File: src/rtl/hub75_pkg.sv
// Shared types for the HUB75 frame-buffer page controller.
package hub75_pkg;

    localparam int bpp_c = 8;

    typedef logic [3*bpp_c-1:0] pixel_t;

    typedef enum logic [1:0] {
        ST_IDLE      = 2'd0,
        ST_CLEAR     = 2'd1,
        ST_SWAP_WAIT = 2'd2
    } fb_state_e;

endpackage

File: src/rtl/hub75_fb_clear_gen.sv
// Back-page fill sequencer: one write per cycle, address 0 on the start cycle itself.
module hub75_fb_clear_gen #(
    parameter int frame_size_p = 4096,
    parameter int addr_width_p = 12,
    parameter int data_width_p = 24
) (
    input  logic                    clk,
    input  logic                    rst_n,
    input  logic                    start,
    input  logic [data_width_p-1:0] color,
    output logic [addr_width_p-1:0] addr,
    output logic [data_width_p-1:0] data,
    output logic                    valid,
    output logic                    done
);

    localparam logic [addr_width_p-1:0] last_c = addr_width_p'(frame_size_p - 1);

    logic                    active;
    logic                    done_r;
    logic [addr_width_p-1:0] cnt;
    logic [data_width_p-1:0] col;

    always_ff @(posedge clk or negedge rst_n) begin
        if (!rst_n) begin
            active <= 1'b0;
            done_r <= 1'b0;
            cnt    <= '0;
            col    <= '0;
        end else begin
            done_r <= 1'b0;
            if (start) begin
                active <= 1'b1;
                cnt    <= addr_width_p'(1);
                col    <= color;
            end else if (active) begin
                cnt <= cnt + addr_width_p'(1);
                if (cnt == last_c) begin
                    active <= 1'b0;
                    done_r <= 1'b1;
                end
            end
        end
    end

    // Start cycle bypasses the registers so address 0 is issued with the request.
    assign valid = start | active;
    assign addr  = active ? cnt : '0;
    assign data  = active ? col : color;
    assign done  = done_r;

endmodule

File: src/rtl/hub75_fb_page_ctrl.sv
// Double-buffer page controller / back-page write arbiter for the HUB75 frame buffer.
// Define HUB75_FB_CLEAR_EN to build in the back-page clear engine.
module hub75_fb_page_ctrl
    import hub75_pkg::*;
#(
    parameter int hpixel_p = 64,
    parameter int vpixel_p = 64,
    parameter int bpp_p    = 8,
    localparam int frame_size_p = hpixel_p * vpixel_p,
    localparam int addr_width_p = $clog2(frame_size_p)
) (
    input  logic                    clk,
    input  logic                    rst_n,
    input  logic                    i_enable,
    input  logic [addr_width_p-1:0] i_wr_addr,
    input  logic [3*bpp_p-1:0]      i_wr_data,
    input  logic                    i_wr_en,
    output logic                    o_wr_ready,
    input  logic                    i_clear_req,
    input  logic [3*bpp_p-1:0]      i_clear_color,
    output logic                    o_clear_busy,
    input  logic                    i_swap_req,
    output logic                    o_swap_pending,
    output logic                    o_swap_done,
    input  logic                    i_frame_end,
    output logic                    o_rd_page,
    output logic [addr_width_p:0]   o_mem_wr_addr,
    output logic [3*bpp_p-1:0]      o_mem_wr_data,
    output logic                    o_mem_wr_en
);

    fb_state_e state, state_nxt;

    logic                    wr_fire, swap_take, swap_fire;
    logic                    clr_start, clr_valid, clr_done;
    logic [addr_width_p-1:0] clr_addr;
    logic [3*bpp_p-1:0]      clr_data;

    assign o_wr_ready = (state == ST_IDLE);
    assign wr_fire    = i_wr_en && o_wr_ready;

`ifdef HUB75_FB_CLEAR_EN
    assign clr_start    = (state == ST_IDLE) && i_clear_req;
    assign o_clear_busy = (state == ST_CLEAR);

    hub75_fb_clear_gen #(
        .frame_size_p (frame_size_p),
        .addr_width_p (addr_width_p),
        .data_width_p (3*bpp_p)
    ) u_clear_gen (
        .clk   (clk),
        .rst_n (rst_n),
        .start (clr_start),
        .color (i_clear_color),
        .addr  (clr_addr),
        .data  (clr_data),
        .valid (clr_valid),
        .done  (clr_done)
    );
`else
    logic unused_clear;
    assign unused_clear = ^{i_clear_req, i_clear_color};
    assign clr_start    = 1'b0;
    assign clr_valid    = 1'b0;
    assign clr_done     = 1'b0;
    assign clr_addr     = '0;
    assign clr_data     = '0;
    assign o_clear_busy = 1'b0;
`endif

    assign swap_take = i_swap_req && ((state == ST_IDLE) || (state == ST_CLEAR));
    assign swap_fire = (state == ST_SWAP_WAIT) && (i_frame_end || !i_enable);

    always_ff @(posedge clk or negedge rst_n) begin
        if (!rst_n) state <= ST_IDLE;
        else        state <= state_nxt;
    end

    always_comb begin
        state_nxt = state;
        case (state)
            ST_IDLE: begin
                if (clr_start)       state_nxt = ST_CLEAR;
                else if (i_swap_req) state_nxt = ST_SWAP_WAIT;
            end
            ST_CLEAR: begin
                if (clr_done)
                    state_nxt = (o_swap_pending || i_swap_req) ? ST_SWAP_WAIT : ST_IDLE;
            end
            ST_SWAP_WAIT: begin
                if (swap_fire) state_nxt = ST_IDLE;
            end
            default: state_nxt = ST_IDLE;
        endcase
    end

    always_ff @(posedge clk or negedge rst_n) begin
        if (!rst_n) begin
            o_rd_page      <= 1'b0;
            o_swap_pending <= 1'b0;
            o_swap_done    <= 1'b0;
            o_mem_wr_en    <= 1'b0;
            o_mem_wr_addr  <= '0;
            o_mem_wr_data  <= '0;
        end else begin
            o_swap_done <= swap_fire;
            if (swap_fire) begin
                o_rd_page      <= ~o_rd_page;
                o_swap_pending <= 1'b0;
            end else if (swap_take) begin
                o_swap_pending <= 1'b1;
            end
            // A host write landing with the clear start is dropped: the fill overwrites it anyway.
            o_mem_wr_en <= clr_valid || wr_fire;
            if (clr_valid) begin
                o_mem_wr_addr <= {~o_rd_page, clr_addr};
                o_mem_wr_data <= clr_data;
            end else if (wr_fire) begin
                o_mem_wr_addr <= {~o_rd_page, i_wr_addr};
                o_mem_wr_data <= i_wr_data;
            end
        end
    end

endmodule

File: config.mk
export PLATFORM = sky130hd
export DESIGN_NAME = hub75_fb_page_ctrl
export DESIGN_NICKNAME = d
export VERILOG_FILES = /design/src/rtl/hub75_pkg.sv /design/src/rtl/hub75_fb_clear_gen.sv /design/src/rtl/hub75_fb_page_ctrl.sv
export SDC_FILE = /design/constraint.sdc
export NUM_CORES = 1
export LEC_CHECK = 0
export BUFFER_PORTS_ARGS = -buffer_cell sky130_fd_sc_hd__buf_4
export CAP_MARGIN = 25
export CORE_MARGIN = 2
export CORE_UTILIZATION = 40
export DETAILED_ROUTE_END_ITERATION = 12
export PLACE_DENSITY = 0.85
export SKIP_LAST_GASP = 1
export SLEW_MARGIN = 15
export SYNTH_ARGS = -nofsm -noshare
export SYNTH_HDL_FRONTEND = slang
export SYNTH_HIERARCHICAL = 1
export SYNTH_SLANG_ARGS = --single-unit
File: constraint.sdc
create_clock -name clk -period 1.6 [get_ports clk]
set_input_delay 0.08 -clock clk [delete_from_list [all_inputs] [get_ports clk]]
set_output_delay 0.08 -clock clk [all_outputs]
set_load 0.01 [all_outputs]
==> reports/qor.txt, run 1 <==
CP max FO: 18
Pre-antenna DRT Iters: 3
CTS H-tree depth: 2
Clk sink count: 42
Setup CP Type: reg2reg
First-pass GRT wire length: 5430 um
RSZ-0062 raised after global routing: no
Die height: 68.6 um
Yosys Warn Count: 6
Hold Crit Class: in2reg
Startpoint type of the worst setup path: flop
Ports: 110
Total number of vias: 1095
Ant. Diodes: 0
Initial DRC Count: 31
Max-cap violation count: 0
Most frequent cells in the layout: buf_4, dfrtp_1, mux2_4, mux2_2, clkbuf_8
Period utilization: 0.804
RD Place Congestion: 0.698
Largest net degree at the start of global routing: 43
CTS tree: built
Routed vias/inst: 4.64
Net Count, Synth: 162
Routed length per instance: 14.2 um
Fmax: 778 MHz
Clk slew on worst S/H paths: 0.07 ns
Final Util: 0.618
Port-buffer cells: 83
Residual DRC: 0
Leakage: 1.24 nW
Tot GR Track Use: 0.164
Pwr/cell area: 1220 nW/um2
Share of layout cells above drive strength 1: 0.704
CTS resizes: 0
Skew final: 0.00340 ns
Die area: 4700 um2
Setup TNS: 0 ns
Placeable Area: 4000 um2
Yosys reg bits: 42
Nets: 252
Peak VDD IR: 0.756 mV
Fillers: 315
Crit-path cells: nor2b_4 -> buf_12 -> mux2_2
WL final: 3360 um
Mapped Area: 1670 um2
Syn Inst Count: 95
Initial core utilization: 0.417
Crit path max-delay family: flip-flops
Cts bufs inserted: 5
Vias in the first global route: 1204
DRT antenna net count: 0
Hold Crit Depth: 2
Most common cell after layout, fill and taps aside: buf_4
Final setup viols: 0
Slew Viols, Final: 0
Crit path arrival time: 1.46 ns
Post-synthesis average cell area: 17.6 um2
Status: completed
Die width: 68.6 um
Max Root-Sink Buffers: 2
Root buffer cell: clkbuf_8
Initial antenna violation count: 0
Detailed placer's ending HPWL: 2480 um
Sequential area share after synthesis: 0.630
CP endpoint kind: flop
Min Tclk post-route: 1.29 ns
Netlist cell types: 14
Levels on crit path: 3
Total grt overflow: 0
CP max stage cell: dfrtp_1
Worst Reg-to-Reg Cells: 3
Worst relative slew slack: 0.659
Post-CTS Setup Inserts: 0
CP required: 1.77 ns
Buf/Inv on CP: 1
Slowest stage delay, CP: 0.44 ns
Final hold vios: 0
Area growth syn-to-layout: 48.2%
Std cell rows: 23
Clk_lat worst skew: 0.29 ns
Least-Margin Pin Slew: 0.511 ns
-- synth_stat cells (all sizes together) --
| master | number | area, um2 |
|---|---|---|
| nor2b | 1 | 8.76 |
| mux2 | 36 | 473 |
| conb | 1 | 3.75 |
| buf | 5 | 66.3 |
| a21o | 2 | 15.0 |
| and2b | 1 | 7.51 |
| dfrtp | 42 | 1050 |
| a31o | 1 | 8.76 |
| xnor2 | 1 | 8.76 |
| mux2i | 1 | 10.0 |
| inv | 4 | 15.0 |
-- flip-flops by register name, summed over array words and instances, names as in the netlist --
signal and flops:
state 1, o_swap_pending 1, o_mem_wr_data 24, o_swap_done 1
o_rd_page 1, o_mem_wr_en 1, o_mem_wr_addr 13
-- cell type report --
cell class / count / area (um2) / area share
repair buffers: 88 / 693 / 0.280
multi-input cells: 44 / 541 / 0.219
well taps: 50 / 62.6 / 0.0253
flip-flops and latches: 42 / 1050 / 0.425
inverters: 4 / 15.0 / 0.00607
clock buffers: 8 / 110 / 0.0445
-- report_power, final --
group          total, W  internal (W)  switching, W
Clock          0.000771      0.000435      0.000336
Sequential      0.00138       0.00127      0.000116
Combinational  0.000868      0.000548      0.000321
-- stage by stage --
| step | power [W] | hold WS [ns] | setup slack (ns) | instance area (um2) | instances |
|---|---|---|---|---|---|
| detailed placement | 0.00228 | 0.0951 | 0.317 | 2330 | 225 |
| CTS | 0.00307 | 0.00463 | 0.308 | 2450 | 234 |
| global placement | 0.00225 | 0.0943 | 0.336 | 2330 | 225 |
| finish | 0.00302 | 0.0185 | 0.314 | 2470 | 236 |
| global route | 0.00319 | 0.00298 | 0.257 | 2470 | 236 |
| floorplan | 0.00181 | -0.216 | 0.361 | 1670 | 95 |
-- timing repair --
item                                    CTS  global route
hold endpoints to repair                 42             2
endpoints found under the setup margin    0             0
hold buffers                              1             2
-- cells by family (layout without fill, tap and decap cells) --
family | after synthesis | count (layout) | synth area share
mux | 37 | 37 | 0.290
flops | 42 | 42 | 0.630
simple gates | 2 | 2 | 0.00976
buf+inv | 9 | 100 | 0.0488
compound gates | 3 | 3 | 0.0143
xor+xnor | 1 | 1 | 0.00525
other cells | 1 | 1 | 0.00225
-- path summary, 6_finish.rpt --
kind / end / slack [ns] / start
max reg2reg: o_mem_wr_data[22] / 0.31 / state[1]
min in group asynchronous: o_mem_wr_data[12] / 0.33 / rst_n
max in group asynchronous: o_mem_wr_addr[6] / 0.91 / rst_n
min reg2reg: o_swap_pending / 0.49 / o_swap_pending
max: o_mem_wr_data[22] / 0.31 / state[1]
min: o_mem_wr_data[15] / 0.02 / i_wr_data[15]
-- metal layers --
layer	share of wire	global-route usage	up-vias
met1	0.37	0.163	532
met2	0.51	0.278	53
li1	-	-	503
met5	0	0	-
met4	0.023	0.100	0
met3	0.099	0.0763	7
(Power assumes the default switching activity.)
==> inputs of run 2 (changes only) <==
==> constraint.sdc (replaced) <==
create_clock -name clk -period 1.2 [get_ports clk]
set_input_delay 0.06 -clock clk [delete_from_list [all_inputs] [get_ports clk]]
set_output_delay 0.06 -clock clk [all_outputs]
set_load 0.01 [all_outputs]
==> run 2 against run 1 <==
  * The flow now finishes with violations (setup timing)
  * Largest power group unchanged
  * Cell count grew 11%
  * Register-to-register slack lost 0.37 ns
  * Global-route usage grew 2.1 points
  * Clock power grew 20%
  * Combinational power grew 44%
  * Die area is the same
  * Wire length grew 19%
  * Clock skew grew 0.0014 ns
  * Worst setup slack lost 0.37 ns
  * Maximum frequency grew 2.1%
  * Largest cell class unchanged
  * Total power grew 33%
==> reports/qor.txt, run 2 (synthesis results as in run 1) <==
Std cell rows: 23
First-pass GRT wire length: 6080 um
Top reg by flops: o_mem_wr_data
Cts bufs inserted: 5
Root buffer cell: clkbuf_8
Clk_lat worst skew: 0.28 ns
Area growth syn-to-layout: 63.2%
RSZ-0062 raised after global routing: yes
Levels on crit path: 3
Leakage: 1.35 nW
RD Place Congestion: 0.706
Fillers: 309
WL final: 4010 um
Total grt overflow: 0
Ant. Diodes: 0
Initial DRC Count: 24
Slowest stage delay, CP: 0.42 ns
Final hold vios: 0
CTS resizes: 0
Largest regs: o_mem_wr_data (24), o_mem_wr_addr (13)
Residual DRC: 0
Skew final: 0.00477 ns
Max reg flops: 24
Buf/Inv on CP: 1
Worst relative slew slack: 0.654
Pwr/cell area: 1480 nW/um2
Status: finished, violations left
Peak VDD IR: 0.889 mV
Multi-input gate area: 541 um2
Layout Cells excl Fill: 263
Vias in the first global route: 1288
Crit path max-delay family: flip-flops
CP required: 1.37 ns
Ports: 110
CTS H-tree depth: 2
Most common cell after layout, fill and taps aside: buf_4
Initial antenna violation count: 0
Fmax: 794 MHz
Max-cap violation count: 0
Least-Margin Pin Slew: 0.519 ns
Crit-path cells: nor2b_4 -> buf_12 -> mux2_2
Max Root-Sink Buffers: 2
Routed vias/inst: 4.63
CTS tree: built
CP endpoint kind: flop
Port-buffer cells: 83
Nets: 279
Initial core utilization: 0.417
Period utilization: 1.05
Total Power: 0.00403 W
Die width: 68.6 um
Setup ws final: -0.0589 ns
DP Cell Count: 226
Die area: 4700 um2
Startpoint type of the worst setup path: flop
Total number of vias: 1218
Clk sink count: 42
Setup WS pre-CTS: -0.0468 ns
Share of layout cells above drive strength 1: 0.624
Routed length per instance: 15.2 um
Placeable Area: 4000 um2
Slew Viols, Final: 0
Crit path arrival time: 1.43 ns
Setup CP Type: reg2reg
Largest net degree at the start of global routing: 43
CP max FO: 20
Most frequent cells in the layout: buf_4, dfrtp_1, dlygate4sd3_1, mux2_4, mux2_2
Hold Crit Class: in2reg
Die height: 68.6 um
Min Tclk post-route: 1.26 ns
Final setup viols: 36
CP max stage cell: dfrtp_1
Detailed placer's ending HPWL: 2450 um
DRT antenna net count: 0
Storage cell area: 1050 um2
Clk slew on worst S/H paths: 0.08 ns
Pre-antenna DRT Iters: 3
Hold Crit Depth: 2
Violated checks: setup timing
Tot GR Track Use: 0.185
Worst Reg-to-Reg Cells: 3
run 2: changes by cell type in the layout (fill, tap and decap cells not counted), sizes merged:
cell         previous run  this run
dlygate4sd3             3        28
buf                    85        87
clkbuf                  8         6
clkinv                  0         1
clkinvlp                0         1
run 2: metal layers:
metal  share of wire  global-route usage  vias up
met3           0.080              0.0698       12
met1            0.37               0.199      594
met5               0                   0        -
li1                -                   -      553
met2            0.52               0.308       59
met4           0.035               0.113        0
run 2: path summary, 6_finish.rpt:
check	startpoint	to	slack (ns)
worst min register to register	o_swap_pending	o_swap_pending	0.49
worst min-delay path	i_wr_data[5]	o_mem_wr_data[5]	0.01
worst max-delay path	state[1]	o_mem_wr_addr[7]	-0.06
worst max register to register	state[1]	o_mem_wr_addr[7]	-0.06
max in group asynchronous	rst_n	o_mem_wr_data[19]	0.51
min in group asynchronous	rst_n	o_mem_wr_data[22]	0.33
run 2: power by group:
part	switching [W]	internal [W]	total, W	leakage, nW
clock network	0.000466	0.000462	0.000928	0.0472
registers	0.000162	0.00169	0.00185	0.493
logic	0.000457	0.000792	0.00125	0.809
run 2: what timing repair did:
item                                    4_1_cts  5_1_grt
hold buffers                                 21        7
setup buffers                                 0        1
endpoints found under the setup margin       36       36
endpoints found under the hold margin        62        7
run 2: layout make-up:
| cell class | instances | area share |
|---|---|---|
| Timing Repair Buffer | 115 | 0.352 |
| Clock inverter | 2 | 0.00460 |
| Clock buffer | 6 | 0.0303 |
| Sequential cell | 42 | 0.386 |
| Multi-Input combinational cell | 44 | 0.199 |
| Tap cell | 50 | 0.0230 |
| Inverter | 4 | 0.00551 |
run 2: through the flow:
stage | area, um2 | utilization | setup TNS (ns) | hold WS [ns]
2_1_floorplan | 1670 | - | -0.668 | -0.236
3_3_place_gp | 2340 | 0.585 | -0.287 | 0.0797
3_5_place_dp | 2340 | 0.585 | -0.811 | 0.0741
4_1_cts | 2650 | 0.661 | -1.29 | 0.00296
5_1_grt | 2720 | 0.681 | -3.19 | 0.000435
6_report | 2720 | 0.681 | -1.22 | 0.0109
==> inputs of run 3 (changes only) <==
--- a/config.mk
+++ b/config.mk
@@ -5,12 +5,12 @@
 export SDC_FILE = /design/constraint.sdc
 export NUM_CORES = 1
 export LEC_CHECK = 0
-export BUFFER_PORTS_ARGS = -buffer_cell sky130_fd_sc_hd__buf_4
+export BUFFER_PORTS_ARGS = -buffer_cell sky130_fd_sc_hd__clkbuf_2
 export CAP_MARGIN = 25
 export CORE_MARGIN = 2
 export CORE_UTILIZATION = 40
 export DETAILED_ROUTE_END_ITERATION = 12
-export PLACE_DENSITY = 0.85
+export PLACE_DENSITY = 0.8
 export SKIP_LAST_GASP = 1
 export SLEW_MARGIN = 15
 export SYNTH_ARGS = -nofsm -noshare
==> run 3 against run 2 <==
  * The flow still finishes with violations (setup timing)
  * Worst setup slack lost 0.017 ns
  * Global-route usage down 2.1 points
  * Wire length shrank 0.92%
  * Count of clock-buffer cells in the layout unchanged
  * Cell count fell by 0.76%
  * Total power grew 3.1%
  * Maximum frequency fell by 1.3%
  * Sequential share of layout area increased by 1.2 points
  * Non-clock buffer count shrank 1
  * Clock power increased by 20%
  * Utilization is 2.0 points lower
  * Worst hold slack worse by 0.0049 ns
  * Critical path type unchanged
  * Largest power group unchanged
==> reports/qor.txt, run 3 (synthesis results as in run 1) <==
Cts bufs inserted: 5
Final setup viols: 37
Die height: 68.6 um
Largest net degree at the start of global routing: 28
Placed cell area: 2150 um2
RSZ-0062 raised after global routing: yes
Final hold vios: 0
Top reg by flops: o_mem_wr_data
Period utilization: 1.06
Slew Viols, Final: 0
DRT antenna net count: 0
First-pass GRT wire length: 5500 um
Max reg flops: 24
Vias in the first global route: 1220
Fmax: 784 MHz
Clk_lat worst skew: 0.28 ns
Total number of vias: 1201
Initial core utilization: 0.417
Total Power: 0.00415 W
Clk slew on worst S/H paths: 0.07 ns
Residual DRC: 0
Max Root-Sink Buffers: 2
Port-buffer cells: 83
CP endpoint kind: flop
CTS H-tree depth: 2
Setup ws final: -0.0761 ns
Most common cell after layout, fill and taps aside: clkbuf_2
Initial antenna violation count: 0
Largest regs: o_mem_wr_data (24), o_mem_wr_addr (13)
Placeable Area: 4000 um2
Std cell rows: 23
Crit path arrival time: 1.44 ns
Min Tclk post-route: 1.28 ns
Worst hold slack: 0.00598 ns
Share of layout cells above drive strength 1: 0.664
Skew final: 0.00412 ns
CTS tree: built
Initial DRC Count: 17
CP required: 1.37 ns
Hold Crit Class: in2reg
Detailed placer's ending HPWL: 2550 um
Nets: 278
Final instance area: 2640 um2
Startpoint type of the worst setup path: flop
Die width: 68.6 um
Die area: 4700 um2
Ant. Diodes: 0
Root buffer cell: clkbuf_8
Status: finished, violations left
Tot GR Track Use: 0.164
Setup TNS: -1.65 ns
Reg2reg setup slack: -0.08 ns
Total grt overflow: 0
RD Place Congestion: 0.800
Leakage: 1.39 nW
Clk sink count: 42
Ports: 110
Area growth syn-to-layout: 58.5%
CP max FO: 7
Pre-antenna DRT Iters: 4
WL final: 3970 um
Setup CP Type: reg2reg
Most frequent cells in the layout: clkbuf_2, dfrtp_1, mux2_4, dlygate4sd3_1, clkbuf_8
Violated checks: setup timing
Peak VDD IR: 0.731 mV
Routed vias/inst: 4.60
Routed length per instance: 15.2 um
Fillers: 293
Pwr/cell area: 1570 nW/um2
Max-cap violation count: 0
[run 3: worst paths after layout]
path | depth (start not counted) | endpoint | from
worst min-delay path | 2 | o_mem_wr_addr[8] | i_wr_addr[8]
min in group asynchronous | 2 | o_mem_wr_addr[8] | rst_n
worst min register to register | 1 | o_swap_pending | o_swap_pending
max in group asynchronous | 3 | o_mem_wr_data[8] | rst_n
worst max-delay path | 4 | o_mem_wr_addr[2] | state[1]
worst max register to register | 4 | o_mem_wr_addr[2] | state[1]
[run 3: final cells by class]
class | count | area [um2] | share of cell area
Sequential cell | 42 | 1050 | 0.398
Timing Repair Buffer | 114 | 810 | 0.306
Multi-Input combinational cell | 44 | 593 | 0.224
Clock buffer | 6 | 82.6 | 0.0312
Tap cell | 50 | 62.6 | 0.0237
Clock inverter | 1 | 30.0 | 0.0114
Inverter | 4 | 15.0 | 0.00568
[run 3: through the flow]
stage	cells	worst slack, ns	utilization
finish	261	-0.0761	0.661
global placement	228	-0.0391	0.537
floorplan	95	-0.0389	-
CTS	247	-0.0684	0.596
global route	261	-0.111	0.661
detailed placement	228	-0.0627	0.537
[run 3: critical path, stage by stage, from the launching register on]
cell	delay [ns]
dfrtp_1	0.41
nor2b_4	0.14
buf_12	0.15
buf_12	0.12
mux2_2	0.34
[run 3: repair_timing]
action,CTS,global route
hold endpoints to repair,26,7
setup endpoints to repair,36,36
resized for setup,1,18
gates cloned,0,4
setup buffers,0,3
hold buffers,12,7
[run 3: metal layers]
layer,vias up,part of all wire,global-route usage
met2,51,0.55,0.281
met3,13,0.076,0.0666
li1,552,-,-
met1,585,0.35,0.181
met5,-,0,0
met4,0,0.025,0.0650
[run 3: power breakdown]
part	internal (W)	switching [W]	total [W]
Clock	0.000665	0.000444	0.00111
Sequential	0.00169	0.000169	0.00186
Combinational	0.000709	0.000477	0.00119
Total	0.00306	0.00109	0.00415
